`config.mk`:
```
export PLATFORM = sky130hd
export DESIGN_NAME = pipe_stage_reg
export DESIGN_NICKNAME = d
export VERILOG_FILES = /design/src/rtl/pipe_stage_reg.sv
export SDC_FILE = /design/constraint.sdc
export NUM_CORES = 1
export LEC_CHECK = 0
export BUFFER_PORTS_ARGS = -buffer_cell sky130_fd_sc_hd__buf_2
export CAP_MARGIN = 20
export CORE_MARGIN = 2
export CORE_UTILIZATION = 53
export DETAILED_ROUTE_END_ITERATION = 10
export PLACE_DENSITY = 0.9
export SLEW_MARGIN = 40
export SYNTH_ARGS = -nofsm -noshare
export SYNTH_HDL_FRONTEND = slang
export SYNTH_SLANG_ARGS = --single-unit
```
`constraint.sdc`:
```
create_clock -name clock -period 2.35 [get_ports clock]
set_clock_uncertainty 0.05 [all_clocks]
set_input_delay 0.47 -clock clock [delete_from_list [all_inputs] [get_ports clock]]
set_output_delay 0.47 -clock clock [all_outputs]
set_load 0.01 [all_outputs]
```
`src/rtl/pipe_stage_reg.sv`:
```
// Pipeline boundary register with valid/ready handshake, flush, optional skid entry
// and a saturating stall counter; control payload reads as zero on bubbles.
module pipe_stage_reg #(
    parameter int DATA_W  = 128,
    parameter int CTRL_W  = 16,
    parameter int SKID    = 1,
    parameter int STALL_W = 16
) (
    input  logic              clock,
    input  logic              reset,
    input  logic              in_valid,
    output logic              in_ready,
    input  logic [CTRL_W-1:0] in_ctrl,
    input  logic [DATA_W-1:0] in_data,
    input  logic              flush,
    output logic              out_valid,
    input  logic              out_ready,
    output logic [CTRL_W-1:0] out_ctrl,
    output logic [DATA_W-1:0] out_data,
    output logic [STALL_W-1:0] stall_cnt
);

    typedef enum logic [1:0] {
        EMPTY = 2'd0,
        ONE   = 2'd1,
        TWO   = 2'd2
    } state_t;

    logic              w_m_valid;
    logic [CTRL_W-1:0] w_m_ctrl;
    logic [DATA_W-1:0] w_m_data;
    logic              w_in_ready;
    logic              w_in_fire;
    logic              w_out_fire;
    logic [STALL_W-1:0] r_stall_cnt;

    assign w_in_fire  = in_valid & w_in_ready;
    assign w_out_fire = w_m_valid & out_ready;

    generate
        if (SKID != 0) begin : g_skid
            state_t            r_state;
            logic              r_m_valid;
            logic              r_in_ready;
            logic [CTRL_W-1:0] r_m_ctrl;
            logic [DATA_W-1:0] r_m_data;
            logic [CTRL_W-1:0] r_s_ctrl;
            logic [DATA_W-1:0] r_s_data;

            // in_ready is registered: it drops only once the skid entry is occupied
            always_ff @(posedge clock) begin
                if (reset) begin
                    r_state    <= EMPTY;
                    r_m_valid  <= 1'b0;
                    r_in_ready <= 1'b1;
                    r_m_ctrl   <= '0;
                    r_m_data   <= '0;
                    r_s_ctrl   <= '0;
                    r_s_data   <= '0;
                end else if (flush) begin
                    r_state    <= EMPTY;
                    r_m_valid  <= 1'b0;
                    r_in_ready <= 1'b1;
                end else begin
                    case (r_state)
                        EMPTY: begin
                            if (w_in_fire) begin
                                r_m_ctrl  <= in_ctrl;
                                r_m_data  <= in_data;
                                r_m_valid <= 1'b1;
                                r_state   <= ONE;
                            end
                        end
                        ONE: begin
                            if (w_in_fire && w_out_fire) begin
                                r_m_ctrl <= in_ctrl;
                                r_m_data <= in_data;
                            end else if (w_out_fire) begin
                                r_m_valid <= 1'b0;
                                r_state   <= EMPTY;
                            end else if (w_in_fire) begin
                                r_s_ctrl   <= in_ctrl;
                                r_s_data   <= in_data;
                                r_in_ready <= 1'b0;
                                r_state    <= TWO;
                            end
                        end
                        TWO: begin
                            if (w_out_fire) begin
                                r_m_ctrl   <= r_s_ctrl;
                                r_m_data   <= r_s_data;
                                r_in_ready <= 1'b1;
                                r_state    <= ONE;
                            end
                        end
                        default: begin
                            r_state    <= EMPTY;
                            r_m_valid  <= 1'b0;
                            r_in_ready <= 1'b1;
                        end
                    endcase
                end
            end

            assign w_m_valid  = r_m_valid;
            assign w_m_ctrl   = r_m_ctrl;
            assign w_m_data   = r_m_data;
            assign w_in_ready = r_in_ready;
        end else begin : g_single
            logic              r_m_valid;
            logic [CTRL_W-1:0] r_m_ctrl;
            logic [DATA_W-1:0] r_m_data;

            always_ff @(posedge clock) begin
                if (reset) begin
                    r_m_valid <= 1'b0;
                    r_m_ctrl  <= '0;
                    r_m_data  <= '0;
                end else if (flush) begin
                    r_m_valid <= 1'b0;
                end else if (w_in_fire) begin
                    r_m_valid <= 1'b1;
                    r_m_ctrl  <= in_ctrl;
                    r_m_data  <= in_data;
                end else if (w_out_fire) begin
                    r_m_valid <= 1'b0;
                end
            end

            assign w_m_valid  = r_m_valid;
            assign w_m_ctrl   = r_m_ctrl;
            assign w_m_data   = r_m_data;
            assign w_in_ready = ~r_m_valid | out_ready;
        end
    endgenerate

    // Counts every cycle a valid entry is refused downstream; sticks at all-ones
    always_ff @(posedge clock) begin
        if (reset) begin
            r_stall_cnt <= '0;
        end else if (w_m_valid && !out_ready && (r_stall_cnt != {STALL_W{1'b1}})) begin
            r_stall_cnt <= r_stall_cnt + 1'b1;
        end
    end

    assign in_ready  = w_in_ready;
    assign out_valid = w_m_valid;
    assign out_ctrl  = w_m_valid ? w_m_ctrl : '0;
    assign out_data  = w_m_data;
    assign stall_cnt = r_stall_cnt;

endmodule
```
# Word level (Yosys, flattened, before mapping)

Cells that the tools add are included.

Bits in registers: 308
Latch bits: 0
RAM bits: 0
Memory bits (read-only): 0
Bits of input ports: 149
Output and inout port bits: 162
Word-level logic and storage cells: 63
Memories kept: 0

$add $sub $neg: 1
$mul: 0
Div/mod/pow operators: 0
Magnitude comparators: 0
Equality and inequality tests: 11
Shifts and indexed selects: 0
Multiplexer cells: 24
Bitwise logic cells: 7
Reduce and logical (&&, ||, !) cells: 12

Operators by type and width:

| kind                                          | number |
|---|---|
| 2-to-1 mux 128 bit                            | 3 |
| case mux 128 bit (3 select lines)             | 1 |
| 2-to-1 mux 16 bit                             | 4 |
| case mux 16 bit (3 select lines)              | 1 |
| adder 16 x 1 -> 16 bit, second input constant | 1 |
| != test 16 bit, second input constant         | 1 |
| AND reduction 5 bit                           | 3 |
| != test 2 bit, second input constant          | 7 |
| 2-to-1 mux 2 bit                              | 5 |
| AND reduction 4 bit                           | 2 |
| 2-to-1 mux 1 bit                              | 7 |
| case mux 1 bit (3 select lines)               | 2 |
| case mux 2 bit (3 select lines)               | 1 |
| inverter 1 bit                                | 5 |
| logical AND 1 bit                             | 3 |
| != test 3 bit, second input constant          | 1 |
| nonzero test 3 bit                            | 1 |
| AND 1 bit                                     | 2 |
| == test 2 x 1 -> 1 bit, second input constant | 1 |
| == test 2 bit, second input constant          | 1 |
| zero test 2 bit                               | 1 |
| OR reduction 2 bit                            | 1 |
| zero test 1 bit                               | 1 |

# Depth between registers and ports, before layout

Gate-level depths: netlist (run 1).

Word-level depth: 5
Mapped depth: 7
Mapped depth without buffers: 5

# Worst setup path before layout (run 1)

OpenSTA, ideal clock, no wires.

Path type: in2reg
From: input out_ready
To: register r_stall_cnt[15] (netlist: stall_cnt[15])
Library setup time: 70 ps
Arrival time: 1,765 ps
Required time: 2,230 ps
Slack: 465 ps
Stages: 4
Buffers on the path: 0
Cell sequence: nand4b_1 > or4_4 > or4_1 > a21oi_1

Word-level cells in the longest chain between the ends: 3

RTL lines:

| element                         | RTL line | RTL |
|---|---|---|
| start, declared                 | 17       | `input logic out_ready,` |
| zero test 1 bit                 | 141      | `end else if (w_m_valid && !out_ready && (r_stall_cnt != {STALL_W{1'b1}})) begin` |
| logical AND 1 bit (2 in series) | 141      |  |
| end signal, assigned            | 142      | `r_stall_cnt <= r_stall_cnt + 1'b1;` |
| end, declared                   | 35       | `logic [STALL_W-1:0] r_stall_cnt;` |

Every way passes these cells.
A chain may end at the register's enable or synchronous reset.

# Worst setup path after layout (run 1)

From: register g_skid.r_m_valid (netlist: out_valid)
To: register g_skid.r_m_data[23] (netlist: out_data[23])

Word-level cells in the longest chain between the ends: 4
Elaborated cells on any way between the ends: 5
Classes of those cells: eq/ne (2); bitwise (1); reduce/logical (2)

RTL lines:

| element                           | RTL line | RTL |
|---|---|---|
| start, declared                   | 43       | `logic r_m_valid;` |
| start signal, assigned            | 54       | `r_m_valid <= 1'b0;` |
| start signal, assigned            | 62       | `r_m_valid <= 1'b0;` |
| start signal, assigned            | 70       | `r_m_valid <= 1'b1;` |
| AND 1 bit (*)                     | 38       | `assign w_out_fire = w_m_valid & out_ready;` |
| logical AND 1 bit                 | 75       | `if (w_in_fire && w_out_fire) begin` |
| != test 2 bit (no line)           | -        |  |
| AND reduction 5 bit (no line) (*) | -        |  |
| end signal, assigned              | 69       | `r_m_data <= in_data;` |
| end signal, assigned              | 77       | `r_m_data <= in_data;` |
| end signal, assigned              | 91       | `r_m_data <= r_s_data;` |
| end, declared                     | 46       | `logic [DATA_W-1:0] r_m_data;` |

Mark *: on every way between the ends. The rest lies on a longest branch, timed or not.

==> results.py, run 1 <==
metrics = {
    "placed_design": {
        "io_buffers": 310,
        "dp_cells": 1957,
        "place_congestion": 0.862,
        "dp_hpwl_mm": 22.5,
        "pre_cts_ws_ns": 0.130,
    },
    "timing": {
        "rsz0062_at_grt": "false",
        "finalSetupTns_ns": 0,
        "setup_viol": 0,
        "max_freq_mhz": 483,
        "final.setup.worst_slack_ns": 0.279,
        "hold_violations": 0,
        "slew_headroom_pct": 53.0,
        "timing.final.max_slew_violations": 0,
        "fin_crit_ns": 2.07,
        "post-route-period-util_pct": 88.1,
        "tightest_slew_ns": 0.697,
    },
    "synth": {
        "synth_warnings": 0,
        "synth_fp_nets": 1587,
        "synth_cells": 1437,
        "syn_area_mm2": 0.0127,
        "synthArstFlopShare_pct": 0,
        "yosys_register_bits": 308,
        "synth-edff-count": 0,
        "ys_seq_area_share_pct": 48.4,
        "ys.flop_type": "dfxtp_1",
        "syn_avg_cell_area_um2": 8.87,
        "ys_types": 41,
    },
    "final_layout": {
        "fillers": 1810,
        "layout.nets": 1824,
        "fin_util_pct": 67.1,
        "drive_above_1_share_pct": 24.5,
        "syn_to_final_growth_pct": 23.9,
        "final_cells": 2027,
    },
    "detailed_routing": {
        "via_per_inst": 5.88,
        "drt_pass1_iterations": 5,
        "wl_per_cell_um": 17.3,
        "post-route-drc-count": 0,
        "num_vias": 11900,
        "routed_wl_mm": 35.1,
        "drt_iter0_drc": 1013,
        "final_antenna_net_count": 0,
    },
    "grt": {
        "grt_max_degree": 93,
        "grt_usage_pct": 26.2,
        "grt_overflow": 0,
        "antenna_found_initial": 12,
        "grt_pass1_wl_mm": 56.0,
        "grt_pass1_vias": 11100,
    },
    "pwr": {
        "static-leakage-power_nw": 7.05,
        "pwr_density_cell_mw_per_mm2": 775,
        "total_power_mw": 12.2,
        "peakVddDrop_mv": 0.638,
    },
    "critical_path": {
        "required_ns": 2.70,
        "endpoint_kind": "register",
        "crit_path_start_kind": "register",
        "cp_data_arrival_time_ns": 2.42,
        "worstReg2RegStart": "out_valid",
        "path_class": "reg2reg",
        "crit_fanout": 41,
        "critPathLaunch": "out_valid",
    },
    "cts": {
        "cts.hold.buffers_added": 0,
        "clkTransAtPathRegs_ns": 0.07,
        "cts_buffer_depth": 3,
        "cts_tree": "built",
        "cts-htree-levels": 2,
        "clk_latency_ns": 0.51,
        "post_cts_buffers": 0,
        "cts.sinks": 308,
        "ctsResizeCount": 0,
        "cts_root_buf": "clkbuf_16",
        "numCtsBuffers": 34,
    },
    "floorplan": {
        "die-area_mm2": 0.0253,
        "die_h_um": 159,
        "die_w_um": 159,
        "fp-row-count": 56,
        "start_util_pct": 54.1,
        "core_mm2": 0.0235,
        "io_pins": 311,
    },
    "flow_run": {
        "maxCapViolCount": 0,
    },
    "run_status": {
        "status": "finished clean",
    },
    "hold_path": {
        "hold_path_class": "in2reg",
        "holdCritStartpoint": "in_data[76]",
    },
}
## registers in the layout, summed over array words and instances, names as in the netlist
name and cells:
g_skid.r_m_ctrl 16, in_ready 1, stall_cnt 16, out_data 128, g_skid.r_s_data 128, out_valid 1
g_skid.r_state 2, g_skid.r_s_ctrl 16
## final timing paths
kind	to	slack (ns)	cells past startpoint
min reg2reg	g_skid.r_s_data[0]	0.40	2
max	out_data[23]	0.28	6
min	g_skid.r_s_data[76]	0.15	3
max reg2reg	out_data[23]	0.28	6
## cell families (layout without fill, tap and decap cells)
family / after synthesis / count (layout) / synth area share (%)
xor+xnor: 2 / 2 / 0.138
fa+ha+maj: 1 / 1 / 0.0982
flops: 308 / 308 / 48.4
mux: 146 / 146 / 11.5
other cells: 0 / 9 / 0
buf+inv: 149 / 411 / 4.85
simple gates: 365 / 365 / 12.0
compound gates: 466 / 466 / 23.0
## cells in the final DEF, fill, tap and decap left out, types with 2 or more instances in the layout
cell type | netlist | layout
clkbuf_8 | 0 | 9
a311oi_1 | 144 | 144
or2_2 | 2 | 2
nand3_1 | 9 | 9
nor2_1 | 6 | 6
buf_4 | 1 | 19
and2_1 | 18 | 18
and3_1 | 2 | 2
a21oi_1 | 302 | 302
xor2_1 | 2 | 2
nand4_1 | 5 | 5
nor3_1 | 3 | 3
clkinv_2 | 0 | 7
inv_6 | 0 | 2
buf_12 | 0 | 19
bufinv_16 | 0 | 2
o21ai_0 | 7 | 7
nor2b_1 | 4 | 4
clkbuf_16 | 0 | 34
diode_2 | 0 | 9
or3_1 | 6 | 6
o31ai_1 | 5 | 5
nor4_1 | 2 | 2
nand2_1 | 297 | 297
or4_1 | 4 | 4
buf_2 | 44 | 309
dfxtp_1 | 308 | 307
mux2i_1 | 145 | 145
clkbuf_1 | 95 | 4
## report_power, final
group | leakage (nW) | internal [mW] | switching [mW]
clock | 0.564 | 3.19 | 2.15
combinational | 3.97 | 0.548 | 0.795
sequential | 2.51 | 5.45 | 0.122
## critical path, stage by stage (launching register included)
cell and delay (ns):
dfxtp_2 0.45, a21boi_1 0.17, o32ai_4 0.38, buf_12 0.27, buf_12 0.21, a21oi_1 0.10
a311oi_1 0.31
## layer usage
metal | vias to the layer above | GRT usage (%) | wire length (µm)
met4 | 4 | 14.8 | 1760
met5 | - | 0 | 26
met2 | 482 | 42.9 | 16900
met3 | 119 | 5.26 | 2270
li1 | 5699 | - | -
met1 | 5609 | 32.2 | 14200
## synthesized netlist by cell type, types with 4 or more instances
| library cell | n | area (µm²) |
|---|---|---|
| a21oi_1 | 302 | 1510 |
| a311oi_1 | 144 | 1260 |
| and2_1 | 18 | 113 |
| buf_1 | 7 | 26.3 |
| buf_2 | 44 | 220 |
| clkbuf_1 | 95 | 357 |
| dfxtp_1 | 308 | 6170 |
| mux2i_1 | 145 | 1450 |
| nand2_1 | 297 | 1110 |
| nand3_1 | 9 | 45.0 |
| nand4_1 | 5 | 31.3 |
| nor2_1 | 6 | 22.5 |
| nor2b_1 | 4 | 25.0 |
| o21ai_0 | 7 | 35.0 |
| o31ai_1 | 5 | 37.5 |
| or3_1 | 6 | 37.5 |
| or4_1 | 4 | 30.0 |
## metrics by stage
stage	hold WS [ns]	instance area [µm²]
after CTS	0.133	15800
after global routing	0.140	15800
after detailed placement	0.396	14600
final	0.152	15800
after global placement	0.390	14600
after floorplan	0.386	12700
## final cells by class
type	instances	area, µm²	area share, %
Sequential cell	308	6170	39.1
Multi-Input combinational cell	980	5970	37.8
Timing Repair Buffer	348	2080	13.2
Clock buffer	47	990	6.27
Tap cell	319	399	2.53
Clock inverter	14	145	0.919
Antenna cell	9	22.5	0.143
Inverter	2	15.0	0.0951
No activity file was read; power rests on OpenSTA's default activity.
==> run 2: changes to the inputs <==
--- a/config.mk
+++ b/config.mk
@@ -9,6 +9,7 @@
 export CAP_MARGIN = 20
 export CORE_MARGIN = 2
 export CORE_UTILIZATION = 53
+export CTS_BUF_LIST = sky130_fd_sc_hd__clkbuf_16
 export DETAILED_ROUTE_END_ITERATION = 10
 export PLACE_DENSITY = 0.9
 export SLEW_MARGIN = 40
==> run 2 against run 1 <==
Global-route usage shrank 0.16 points. Combinational power is essentially flat. Wire length decreased by 0.82%. Sequential power barely moved. Total power fell by 2.7%. Clock-buffer cell count fell by 13. Fmax is 8.1% lower. First-iteration DRC count down 0.39%. Hold slack improved by 0.0047 ns. Utilization is 0.40 points lower. Register-to-register slack got worse by 0.18 ns. Design area fell by 0.59%. Critical path type unchanged.
==> results.py, run 2 (same netlist as run 1, synthesis figures left out) <==
metrics = {
    "run_status": {
        "status": "finished clean",
    },
    "grt": {
        "grt_overflow": 0,
        "grt_usage_pct": 26.0,
        "grt_max_degree": 93,
        "grt_pass1_vias": 11000,
        "grt_pass1_wl_mm": 55.7,
        "antenna_found_initial": 11,
    },
    "critical_path": {
        "r2r_cells": 6,
        "critPathLaunch": "out_valid",
        "r2r_end": "g_skid.r_m_ctrl[7]",
        "path_class": "reg2reg",
        "endpoint_kind": "register",
        "worstReg2RegStart": "out_valid",
        "crit_fanout": 41,
        "crit_path_start_kind": "register",
        "required_ns": 2.69,
        "cp_data_arrival_time_ns": 2.59,
        "crit_end": "g_skid.r_m_ctrl[7]",
        "reg2reg_slack_ns": 0.1,
    },
    "final_layout": {
        "layout.nets": 1824,
        "fin_util_pct": 66.7,
        "final_cell_mix": "buf_2, dfxtp_1, a21oi_1, nand2_1, mux2i_1",
        "final_common_cell": "buf_2",
        "drive_above_1_share_pct": 23.9,
        "fillers": 1817,
        "syn_to_final_growth_pct": 23.2,
        "finalInstanceArea_mm2": 0.0157,
    },
    "timing": {
        "rsz0062_at_grt": "false",
        "max_freq_mhz": 444,
        "setup_viol": 0,
        "timing.final.max_slew_violations": 0,
        "slew_headroom_pct": 53.2,
        "fin_crit_ns": 2.25,
        "finalSetupTns_ns": 0,
        "tightest_slew_ns": 0.695,
        "post-route-period-util_pct": 95.9,
        "hold_violations": 0,
    },
    "cts": {
        "clk_latency_ns": 0.51,
        "cts_root_buf": "clkbuf_16",
        "ctsResizeCount": 0,
        "cts_tree": "built",
        "clkTransAtPathRegs_ns": 0.07,
        "post_cts_buffers": 0,
        "cts.sinks": 308,
        "cts_buffer_depth": 3,
        "cts.hold.buffers_added": 0,
        "cts-htree-levels": 2,
        "numCtsBuffers": 34,
    },
    "detailed_routing": {
        "routed_wl_mm": 34.8,
        "num_vias": 11900,
        "drt_iter0_drc": 1009,
        "post-route-drc-count": 0,
        "drt_pass1_iterations": 5,
        "wl_per_cell_um": 17.2,
        "via_per_inst": 5.86,
        "final_antenna_net_count": 0,
    },
    "pwr": {
        "pwr_density_cell_mw_per_mm2": 759,
        "static-leakage-power_nw": 7.01,
        "peakVddDrop_mv": 0.570,
    },
    "floorplan": {
        "die_w_um": 159,
        "start_util_pct": 54.1,
        "core_mm2": 0.0235,
        "die_h_um": 159,
        "die-area_mm2": 0.0253,
        "io_pins": 311,
        "fp-row-count": 56,
    },
    "placed_design": {
        "io_buffers": 310,
        "place_congestion": 0.862,
        "postPlaceCellArea_mm2": 0.0146,
        "dp_hpwl_mm": 22.5,
    },
    "hold_path": {
        "hold_path_class": "in2reg",
    },
    "flow_run": {
        "maxCapViolCount": 0,
    },
}
## run 2: through the flow
| stage | cells | hold WS (ns) | total power [mW] | setup WS (ns) |
|---|---|---|---|---|
| 5_1_grt | 2026 | 0.144 | 12.3 | 0.00388 |
| 2_1_floorplan | 1437 | 0.386 | 6.42 | 0.465 |
| 4_1_cts | 2018 | 0.134 | 12.0 | 0.126 |
| 3_5_place_dp | 1957 | 0.396 | 7.00 | 0.130 |
| 3_3_place_gp | 1957 | 0.390 | 6.94 | 0.215 |
| 6_report | 2026 | 0.157 | 11.9 | 0.0965 |
## run 2: how the worst min path moves through the flow
stage | to | startpoint | depth (start not counted) | slack [ns]
CTS | g_skid.r_s_data[81] | in_data[81] | 3 | 0.13
floorplan | g_skid.r_s_ctrl[0] | g_skid.r_s_ctrl[0] | 2 | 0.39
global placement | g_skid.r_s_data[126] | g_skid.r_s_data[126] | 2 | 0.39
detailed placement | g_skid.r_s_data[60] | g_skid.r_s_data[60] | 2 | 0.40
finish | g_skid.r_s_data[81] | in_data[81] | 3 | 0.16
global route | g_skid.r_s_data[81] | in_data[81] | 3 | 0.14
## run 2: area by class of cell
| class | instances | area (µm²) | share of cell area [%] |
|---|---|---|---|
| well taps | 319 | 399 | 2.54 |
| flip-flops and latches | 308 | 6170 | 39.3 |
| multi-input cells | 980 | 5970 | 38.0 |
| inverters | 2 | 15.0 | 0.0957 |
| diodes | 8 | 20.0 | 0.128 |
| clock buffers | 34 | 851 | 5.42 |
| repair buffers | 348 | 2080 | 13.3 |
| clock inverters | 27 | 194 | 1.24 |
## run 2: where the power goes
part	internal (mW)	switching (mW)	total [mW]
registers	5.45	0.122	5.57
logic	0.548	0.791	1.34
clock network	2.87	2.13	5.01
## run 2: critical path, stage by stage, from the launching register on
cell,delay (ns)
dfxtp_1,0.56
a21boi_1,0.22
o32ai_4,0.39
buf_12,0.27
buf_12,0.23
a21oi_1,0.10
a311oi_1,0.30
## run 2: layer usage
metal | vias to the layer above | wire [µm] | track usage (%)
met2 | 482 | 16600 | 42.8
met5 | - | 26 | 0
met3 | 124 | 2220 | 5.13
li1 | 5700 | - | -
met1 | 5569 | 14100 | 32.1
met4 | 4 | 1850 | 14.4
==> run 3: changes to the inputs <==
--- a/config.mk
+++ b/config.mk
@@ -8,10 +8,10 @@
 export BUFFER_PORTS_ARGS = -buffer_cell sky130_fd_sc_hd__buf_2
 export CAP_MARGIN = 20
 export CORE_MARGIN = 2
-export CORE_UTILIZATION = 53
+export CORE_UTILIZATION = 40
 export CTS_BUF_LIST = sky130_fd_sc_hd__clkbuf_16
 export DETAILED_ROUTE_END_ITERATION = 10
-export PLACE_DENSITY = 0.9
+export PLACE_DENSITY = 0.74
 export SLEW_MARGIN = 40
 export SYNTH_ARGS = -nofsm -noshare
 export SYNTH_HDL_FRONTEND = slang
==> run 3 against run 2 <==
Wire length grew 1.8%. First-iteration DRC count decreased by 32%. Global-route usage down 5.6 points. Hold slack worse by 0.0079 ns. Die area increased by 32%. Total power grew 0.90%. Clock-buffer cell count up 1. Register-to-register slack improved by 0.18 ns. Sequential share of layout area is 0.45 points lower. Highest routed layer unchanged.
==> results.py, run 3 (same netlist as run 1, synthesis figures left out) <==
metrics = {
    "run_status": {
        "status": "finished clean",
    },
    "critical_path": {
        "cp_num_buf_inv": 2,
        "crit_end": "out_data[64]",
        "r2r_end": "out_data[64]",
        "crit_path_start_kind": "register",
        "endpoint_kind": "register",
        "worstSetupPathDepth": 6,
        "cp_common_cell": "buf_12",
        "cp_data_arrival_time_ns": 2.42,
        "path_class": "reg2reg",
        "critPathLaunch": "out_valid",
        "cp_slowest_cell": "dfxtp_1",
        "cpPeakStageDelay_ns": 0.46,
        "worstReg2RegStart": "out_valid",
        "r2r_cells": 6,
        "crit_fanout": 37,
        "path_cells": "a21boi_1, o32ai_4, buf_12, buf_12, a21oi_1, a311oi_1",
        "required_ns": 2.70,
        "timing.critical_path.max_delay_family": "compound AO/OA/AOI/OAI gates",
        "reg2reg_slack_ns": 0.28,
    },
    "grt": {
        "grt_max_degree": 63,
        "antenna_found_initial": 15,
        "grt_usage_pct": 20.4,
        "grt_pass1_wl_mm": 56.3,
        "grt_pass1_vias": 10800,
        "grt_overflow": 0,
    },
    "detailed_routing": {
        "drt_iter0_drc": 683,
        "via_per_inst": 5.46,
        "final_antenna_net_count": 0,
        "post-route-drc-count": 0,
        "num_vias": 11600,
        "routed_wl_mm": 35.5,
        "drt_pass1_iterations": 5,
        "wl_per_cell_um": 16.8,
    },
    "cts": {
        "cts.hold.buffers_added": 0,
        "cts.sinks": 308,
        "cts_root_buf": "clkbuf_16",
        "ctsResizeCount": 0,
        "post_cts_buffers": 0,
        "numCtsBuffers": 35,
        "cts_tree": "built",
        "clkTransAtPathRegs_ns": 0.06,
        "cts-htree-levels": 2,
        "cts_buffer_depth": 3,
        "clk_latency_ns": 0.50,
    },
    "final_layout": {
        "syn_to_final_growth_pct": 24.6,
        "layout.nets": 1826,
        "final_common_cell": "buf_2",
        "final_cell_mix": "buf_2, dfxtp_1, a21oi_1, nand2_1, mux2i_1",
        "drive_above_1_share_pct": 23.9,
        "final_cells": 2116,
    },
    "pwr": {
        "peakVddDrop_mv": 0.614,
        "total_power_mw": 12.0,
        "pwr_density_cell_mw_per_mm2": 757,
        "static-leakage-power_nw": 7.05,
    },
    "placed_design": {
        "io_buffers": 310,
        "dp_cells": 2041,
        "place_congestion": 0.805,
        "dp_hpwl_mm": 23.2,
    },
    "hold_path": {
        "hold_path_class": "in2reg",
    },
    "timing": {
        "finalSetupTns_ns": 0,
        "tightest_slew_ns": 0.694,
        "rsz0062_at_grt": "false",
        "post-route-period-util_pct": 88.2,
        "fin_crit_ns": 2.07,
        "hold_violations": 0,
        "timing.final.max_slew_violations": 0,
        "setup_viol": 0,
        "max_freq_mhz": 482,
        "slew_headroom_pct": 53.2,
    },
    "floorplan": {
        "start_util_pct": 40.5,
        "die-area_mm2": 0.0333,
        "io_pins": 311,
        "die_h_um": 182,
        "fp-row-count": 65,
        "core_mm2": 0.0315,
        "die_w_um": 182,
    },
    "flow_run": {
        "maxCapViolCount": 0,
    },
}
## run 3: how the worst min path moves through the flow
stage,startpoint,to,slack [ns],depth (start not counted)
global placement,g_skid.r_s_data[34],g_skid.r_s_data[34],0.39,2
CTS,in_data[46],g_skid.r_s_data[46],0.13,3
floorplan,g_skid.r_s_ctrl[0],g_skid.r_s_ctrl[0],0.39,2
detailed placement,g_skid.r_s_ctrl[2],g_skid.r_s_ctrl[2],0.40,2
finish,in_data[38],g_skid.r_s_data[38],0.15,3
global route,in_data[7],g_skid.r_s_data[7],0.14,3
## run 3: area by class of cell
cell class                      instances  area, µm²
Multi-Input combinational cell        980       5970
Fill cell                            2884      15600
Inverter                                2       15.0
Sequential cell                       308       6170
Clock inverter                         27        190
Antenna cell                           13       32.5
Clock buffer                           35        876
Tap cell                              402        503
Timing Repair Buffer                  349       2130
## run 3: per-stage QoR
stage / area (µm²) / hold WS, ns / setup slack (ns) / util (%)
6_report: 15900 / 0.149 / 0.276 / 50.5
5_1_grt: 15900 / 0.138 / 0.124 / 50.4
4_1_cts: 15800 / 0.132 / 0.292 / 50.3
3_5_place_dp: 14800 / 0.396 / 0.208 / 47.0
3_3_place_gp: 14800 / 0.391 / 0.205 / 47.0
2_1_floorplan: 12700 / 0.386 / 0.465 / -
## run 3: worst reg2reg max path, cell delays in order (launching register included)
cell and delay [ns]:
dfxtp_1 0.46, a21boi_1 0.19, o32ai_4 0.39, buf_12 0.24
buf_12 0.24, a21oi_1 0.11, a311oi_1 0.29
## run 3: power by group
group | total [mW] | internal [mW] | switching (mW)
registers | 5.56 | 5.45 | 0.116
logic | 1.34 | 0.556 | 0.780
clock network | 5.12 | 2.94 | 2.18
total | 12.0 | 8.94 | 3.08
## run 3: metal layers
| layer | global-route usage [%] | up-vias | wire length [µm] |
|---|---|---|---|
| met5 | 0 | - | 17 |
| met4 | 10.5 | 4 | 1520 |
| met3 | 4.77 | 106 | 2370 |
| met2 | 33.6 | 356 | 17100 |
| met1 | 25.0 | 5395 | 14500 |
| li1 | - | 5692 | - |
